--- config.mk ---
export PLATFORM = sky130hd
export DESIGN_NAME = instruction_encoder_loader
export DESIGN_NICKNAME = d
export VERILOG_FILES = /design/src/rtl/instruction_encoder_loader.sv
export SDC_FILE = /design/constraint.sdc
export NUM_CORES = 1
export LEC_CHECK = 0
export BUFFER_PORTS_ARGS = -buffer_cell sky130_fd_sc_hd__buf_2
export CORE_MARGIN = 2
export CORE_UTILIZATION = 38
export DETAILED_ROUTE_END_ITERATION = 8
export MAX_ROUTING_LAYER = met4
export PLACE_DENSITY = 0.67
export SETUP_SLACK_MARGIN = 0.02
export SYNTH_ARGS = -nofsm -noshare
export SYNTH_HDL_FRONTEND = slang
export SYNTH_SLANG_ARGS = --single-unit
export TNS_END_PERCENT = 10
--- constraint.sdc ---
create_clock -name clk -period 2.4 [get_ports clk]
set_input_delay 0.48 -clock clk [delete_from_list [all_inputs] [get_ports clk]]
set_output_delay 0.48 -clock clk [all_outputs]
set_load 0.02 [all_outputs]
--- src/rtl/instruction_encoder_loader.sv ---
// Packs mini-RISC field bundles into 32-bit instruction words and
// streams them into instruction memory from a captured base address.
module instruction_encoder_loader #(
   parameter int ADDR_W = 10
) (
   input  logic              clk,
   input  logic              rst,
   input  logic              start,
   input  logic [ADDR_W-1:0] base_addr,
   input  logic [ADDR_W:0]   num_instr,
   input  logic              in_valid,
   output logic              in_ready,
   input  logic [2:0]        fmt,
   input  logic [5:0]        opcode,
   input  logic [5:0]        func,
   input  logic [4:0]        rs,
   input  logic [4:0]        rt,
   input  logic [4:0]        shamt,
   input  logic [14:0]       imm_reg,
   input  logic [15:0]       imm_mem,
   input  logic [25:0]       label_addr,
   input  logic [20:0]       comp_addr,
   output logic              imem_we,
   output logic [ADDR_W-1:0] imem_addr,
   output logic [31:0]       imem_wdata,
   output logic              busy,
   output logic              done,
   output logic              err,
   output logic [ADDR_W:0]   written_count
);

   typedef enum logic [1:0] {
      IDLE  = 2'd0,
      LOAD  = 2'd1,
      FLUSH = 2'd2
   } state_e;

   state_e state_q, state_d;

   logic [ADDR_W-1:0] ptr_q, ptr_d;
   logic [ADDR_W-1:0] addr_q, addr_d;
   logic [ADDR_W:0]   rem_q, rem_d;
   logic [ADDR_W:0]   cnt_q, cnt_d;
   logic [31:0]       wdata_q, wdata_d;
   logic              we_q, we_d;
   logic              err_q, err_d;

   logic [31:0] packed_w;
   logic        legal;
   logic        accept;

   // Fields not owned by the selected format stay zero.
   always_comb begin
      packed_w = '0;
      legal    = 1'b1;
      unique case (fmt)
         3'd0: packed_w = {opcode, rs, rt, 5'b0, shamt, func};
         3'd1: packed_w = {opcode, rs, imm_reg, func};
         3'd2: packed_w = {opcode, rs, rt, imm_mem};
         3'd3: packed_w = {opcode, label_addr};
         3'd4: packed_w = {opcode, rs, comp_addr};
         default: legal = 1'b0;
      endcase
   end

   assign in_ready = (state_q == LOAD) && (rem_q != '0);
   assign accept   = in_valid && in_ready;

   always_comb begin
      state_d = state_q;
      ptr_d   = ptr_q;
      addr_d  = addr_q;
      rem_d   = rem_q;
      cnt_d   = cnt_q;
      wdata_d = wdata_q;
      we_d    = 1'b0;
      err_d   = err_q;
      unique case (state_q)
         IDLE: begin
            if (start) begin
               ptr_d   = base_addr;
               rem_d   = num_instr;
               err_d   = 1'b0;
               cnt_d   = '0;
               state_d = (num_instr != '0) ? LOAD : FLUSH;
            end
         end
         LOAD: begin
            if (accept) begin
               rem_d = rem_q - 1'b1;
               if (legal) begin
                  we_d    = 1'b1;
                  addr_d  = ptr_q;
                  wdata_d = packed_w;
                  ptr_d   = ptr_q + 1'b1;
                  cnt_d   = cnt_q + 1'b1;
               end else begin
                  err_d = 1'b1;
               end
            end else if (rem_q == '0) begin
               // Extra LOAD cycle lets the final write land before done.
               state_d = FLUSH;
            end
         end
         FLUSH: state_d = IDLE;
         default: state_d = IDLE;
      endcase
   end

   always_ff @(posedge clk) begin
      if (rst) begin
         state_q <= IDLE;
         ptr_q   <= '0;
         addr_q  <= '0;
         rem_q   <= '0;
         cnt_q   <= '0;
         wdata_q <= '0;
         we_q    <= 1'b0;
         err_q   <= 1'b0;
      end else begin
         state_q <= state_d;
         ptr_q   <= ptr_d;
         addr_q  <= addr_d;
         rem_q   <= rem_d;
         cnt_q   <= cnt_d;
         wdata_q <= wdata_d;
         we_q    <= we_d;
         err_q   <= err_d;
      end
   end

   assign imem_we       = we_q;
   assign imem_addr     = addr_q;
   assign imem_wdata    = wdata_q;
   assign busy          = (state_q == LOAD);
   assign done          = (state_q == FLUSH);
   assign err           = err_q;
   assign written_count = cnt_q;

endmodule

==> metrics.txt <==
# TYPE chip_impl_metric gauge
chip_impl_info{name="status",value="finished, final reports clean"} 1
chip_impl_metric{name="final_replace_weighted_congestion",unit=""} 0.855
chip_impl_metric{name="min_delay_path_depth",unit=""} 3
chip_impl_info{name="path_cells",value="or4_4, or2_4, nor2_4, nor2_1, buf_4"} 1
chip_impl_info{name="min_from",value="opcode[0]"} 1
chip_impl_metric{name="hold_viol_final",unit=""} 0
chip_impl_metric{name="place_hpwl",unit="um"} 10400
chip_impl_metric{name="vdd_drop_max",unit="mV"} 0.324
chip_impl_info{name="critical_path.startpoint",value="rem_q[3]$_SDFFE_PP0P_"} 1
chip_impl_metric{name="slew-limit-headroom",unit="%"} 31.3
chip_impl_metric{name="portion_of_total_power_attributed_to_the_clock_network",unit="%"} 33.2
chip_impl_metric{name="grt_max_degree",unit=""} 66
chip_impl_metric{name="finish.instance_area",unit="um^2"} 5600
chip_impl_metric{name="area_of_the_mapped_netlist",unit="um^2"} 4190
chip_impl_metric{name="postSynth.asyncResetShare",unit="%"} 0
chip_impl_metric{name="totalPowerFinal",unit="mW"} 3.84
chip_impl_metric{name="reg2reg_depth",unit=""} 9
chip_impl_metric{name="start_util",unit="%"} 38.8
chip_impl_metric{name="drt-vias-per-instance",unit=""} 5.56
chip_impl_info{name="cts-root-buf",value="sky130_fd_sc_hd__clkbuf_8"} 1
chip_impl_metric{name="place.port_buffers",unit=""} 190
chip_impl_metric{name="synthesis.instances",unit=""} 561
chip_impl_metric{name="power.density_cell_area",unit="nW/um^2"} 685
chip_impl_info{name="worst_hold_path.endpoint",value="imem_wdata[26]$_SDFFE_PP0P_"} 1
chip_impl_metric{name="timing.max_cap.violations",unit=""} 0
chip_impl_metric{name="drive_gt1_share",unit="%"} 32.3
chip_impl_metric{name="detail_route.iter0.violations",unit=""} 353
chip_impl_metric{name="design.final.nets",unit=""} 874
chip_impl_metric{name="grt_pass1_vias",unit=""} 4578
chip_impl_metric{name="cts_num_sinks",unit=""} 78
chip_impl_info{name="cts_tree",value="built"} 1
chip_impl_metric{name="synth_enable_flop_cells",unit=""} 0
chip_impl_metric{name="finalMaxSlewViolations",unit=""} 0
chip_impl_metric{name="number_of_failing_setup_endpoints_in_the_final_timing_report",unit=""} 0
chip_impl_metric{name="clk-insertion-delay-late",unit="ns"} 0.35
chip_impl_metric{name="detailed_place.area",unit="um^2"} 5290
chip_impl_metric{name="p_int",unit="mW"} 2.63
chip_impl_metric{name="cp_data_arrival_time",unit="ns"} 1.87
chip_impl_info{name="synth_ff_type",value="sky130_fd_sc_hd__dfxtp_1"} 1
chip_impl_metric{name="first_pass_grt_wire_length",unit="um"} 22200
chip_impl_metric{name="largest_stage_delay_on_the_critical_path",unit="ns"} 0.55
chip_impl_info{name="start_kind",value="register"} 1
chip_impl_metric{name="regToRegSetupSlack",unit="ns"} 0.13
chip_impl_metric{name="tightestPinTransition",unit="ns"} 1.03
chip_impl_info{name="hp-class",value="input pin to register"} 1
chip_impl_metric{name="num_antenna_cells",unit=""} 0
chip_impl_metric{name="fillCellCount",unit=""} 1077
chip_impl_metric{name="drc",unit=""} 0
chip_impl_metric{name="globalRouteTotalUtil",unit="%"} 24.6
chip_impl_metric{name="number_of_primary_i_o_pins",unit=""} 191
chip_impl_metric{name="chipWidth",unit="um"} 109
chip_impl_info{name="worstReg2RegEnd",value="imem_wdata[25]$_SDFFE_PP0P_"} 1
chip_impl_metric{name="fp.dieArea",unit="um^2"} 11900
chip_impl_metric{name="fin_crit",unit="ns"} 2.35
chip_impl_metric{name="wl_per_cell",unit="um"} 16.5
chip_impl_info{name="capturing_element_type_of_the_critical_path",value="primary output"} 1
chip_impl_metric{name="skew",unit="ns"} 0.0145
chip_impl_metric{name="ctsLongestPathBuffers",unit=""} 2
chip_impl_metric{name="total_switching_power",unit="mW"} 1.21
chip_impl_metric{name="cellLeakagePower",unit="nW"} 2.47
chip_impl_info{name="crit_slowest_cell",value="sky130_fd_sc_hd__or4_4"} 1
chip_impl_info{name="layout.cells.most_common",value="sky130_fd_sc_hd__buf_2"} 1
chip_impl_info{name="setup.worst_path.class",value="register to primary output"} 1
chip_impl_metric{name="yosysSeqAreaShare",unit="%"} 37.3
chip_impl_info{name="worstReg2RegStart",value="rem_q[0]$_SDFFE_PP0P_"} 1
chip_impl_info{name="cp_top_family",value="simple AND/OR/NAND/NOR gates"} 1
chip_impl_metric{name="areaGrowthSynthToFinish",unit="%"} 33.7
chip_impl_metric{name="grt-ovfl-total",unit=""} 0
chip_impl_metric{name="vias",unit=""} 4904
chip_impl_metric{name="data_required_critical_path",unit="ns"} 1.92
chip_impl_metric{name="cts_inserted_buffers",unit=""} 9
chip_impl_metric{name="wirelength",unit="um"} 14500
chip_impl_metric{name="cts.clk_slew.worst_paths",unit="ns"} 0.09
chip_impl_metric{name="std_cell_rows",unit=""} 38
chip_impl_metric{name="mean_instance_size_in_the_synthesized_netlist",unit="um^2"} 7.47
chip_impl_metric{name="max_freq",unit="MHz"} 425
chip_impl_metric{name="cts_stage_hold_buffer_count",unit=""} 0
chip_impl_metric{name="post_cts.repair.setup_buffers",unit=""} 0
chip_impl_metric{name="drt_antenna_net_count",unit=""} 0
chip_impl_metric{name="drt_pre_antenna_iters",unit=""} 5
chip_impl_metric{name="yosysWarningCount",unit=""} 0
chip_impl_metric{name="critical_path.max_fanout",unit=""} 5
chip_impl_metric{name="postSynthNetCount",unit=""} 698
chip_impl_metric{name="power.combinational.fraction",unit="%"} 28.2
chip_impl_metric{name="die_height",unit="um"} 109
chip_impl_metric{name="power.share.switching",unit="%"} 31.4
chip_impl_metric{name="synth.ff_latch_count",unit=""} 78
chip_impl_info{name="mostFrequentLayoutCells",value="sky130_fd_sc_hd__buf_2, sky130_fd_sc_hd__dfxtp_1, sky130_fd_sc_hd__nor2_1"} 1
chip_impl_metric{name="final_min_period_over_clock_period",unit="%"} 98.0
chip_impl_metric{name="seqPwrFrac",unit="%"} 38.6
chip_impl_metric{name="synth.distinct_cells",unit=""} 55
chip_impl_metric{name="cp_num_buf_inv",unit=""} 1
chip_impl_info{name="grt_setup_unrepaired",value="true"} 1
chip_impl_metric{name="antenna_violations_before_repair",unit=""} 0
chip_impl_metric{name="coreArea",unit="um^2"} 10800
chip_impl_metric{name="htreeDepth",unit=""} 3
[through the flow]
step                      setup WS (ns)  cells  util, %  hold WS (ns)  TNS, ns
after floorplan                   0.217    561        -         0.429        0
after global placement            0.193    864     49.0         0.441        0
after detailed placement          0.132    864     49.0         0.448        0
after CTS                        0.0266    880     51.6         0.354        0
after global routing            -0.0225    882     51.9         0.370  -0.0392
final                            0.0481    882     51.9         0.372        0
[cell families after synthesis]
logic type | Yosys count | synth area share, %
flops | 78 | 37.3
buf+inv | 51 | 5.01
compound gates | 175 | 26.4
simple gates | 233 | 25.4
fa+ha+maj | 4 | 1.19
mux | 19 | 4.60
xor+xnor | 1 | 0.209
[sequential cells by signal, indices dropped and copies added, names as in the netlist]
| signal | cells |
|---|---|
| rem_q | 11 |
| imem_addr | 10 |
| err | 1 |
| imem_we | 1 |
| written_count | 11 |
| imem_wdata | 32 |
| ptr_q | 10 |
| state_q | 2 |
[layer usage]
metal  vias to the layer above  wire, um  track usage [%]
met5                         -         0                -
met4                         0       340             8.70
met3                        23       938             4.60
met2                       207      6950             40.0
met1                      2309      6310             30.7
li1                       2365         -                -
[synthesized netlist by cell type, types with 5 or more instances]
cell type	count	area share [%]
sky130_fd_sc_hd__dfxtp_1	78	37
sky130_fd_sc_hd__nor2_1	72	6.4
sky130_fd_sc_hd__nand2_1	68	6.1
sky130_fd_sc_hd__a21oi_1	62	7.4
sky130_fd_sc_hd__nor3_1	37	4.4
sky130_fd_sc_hd__clkbuf_1	30	2.7
sky130_fd_sc_hd__o21ai_0	27	3.2
sky130_fd_sc_hd__o22ai_1	22	3.3
sky130_fd_sc_hd__mux2i_1	17	4.1
sky130_fd_sc_hd__nor2b_1	15	2.2
sky130_fd_sc_hd__a22oi_1	14	2.5
sky130_fd_sc_hd__nand3_1	12	1.4
sky130_fd_sc_hd__buf_2	9	1.1
sky130_fd_sc_hd__inv_1	8	0.72
sky130_fd_sc_hd__a2bb2oi_1	6	1.3
sky130_fd_sc_hd__a221oi_1	5	1.0
sky130_fd_sc_hd__o21a_1	5	0.90
sky130_fd_sc_hd__or3_1	5	0.75
[how the worst max path moves through the flow]
| stage | cells after the start | slack [ns] | end |
|---|---|---|---|
| 2_1_floorplan | 10 | 0.22 | rem_q[1]$_SDFFE_PP0P_ |
| 3_3_place_gp | 7 | 0.19 | rem_q[5]$_SDFFE_PP0P_ |
| 3_5_place_dp | 7 | 0.13 | rem_q[5]$_SDFFE_PP0P_ |
| 4_1_cts | 5 | 0.03 | in_ready |
| 5_1_grt | 5 | -0.02 | in_ready |
| 6_report | 5 | 0.05 | in_ready |
[layout make-up]
cell class                      count  area, um^2  area share [%]
Tap cell                          140         175            3.13
Clock buffer                       10         128            2.28
Clock inverter                      6         134            2.39
Inverter                            8        30.0           0.536
Multi-Input combinational cell    433        2450            43.7
Timing Repair Buffer              207        1120            20.0
Sequential cell                    78        1560            27.9
[power groups by stage]
stage / Clock [mW] / Sequential, mW / Combinational [mW]
finish: 1.27 / 1.48 / 1.08
global route: 1.36 / 1.50 / 1.18
CTS: 1.30 / 1.48 / 1.06
detailed placement: 0 / 1.51 / 1.04
global placement: 0 / 1.51 / 1.02
floorplan: 0 / 1.55 / 0.627
[tightest hold or removal path: stages]
cell                      delay [ns]
sky130_fd_sc_hd__buf_2          0.09
sky130_fd_sc_hd__nand2_1        0.04
sky130_fd_sc_hd__a21oi_1        0.05
[what timing repair did]
item,in CTS,in global routing
setup endpoints to repair,1,37
cloned,0,2
pin swaps,1,1
gates resized for setup,5,3
Note: power is estimated with default switching activity, not from simulation.
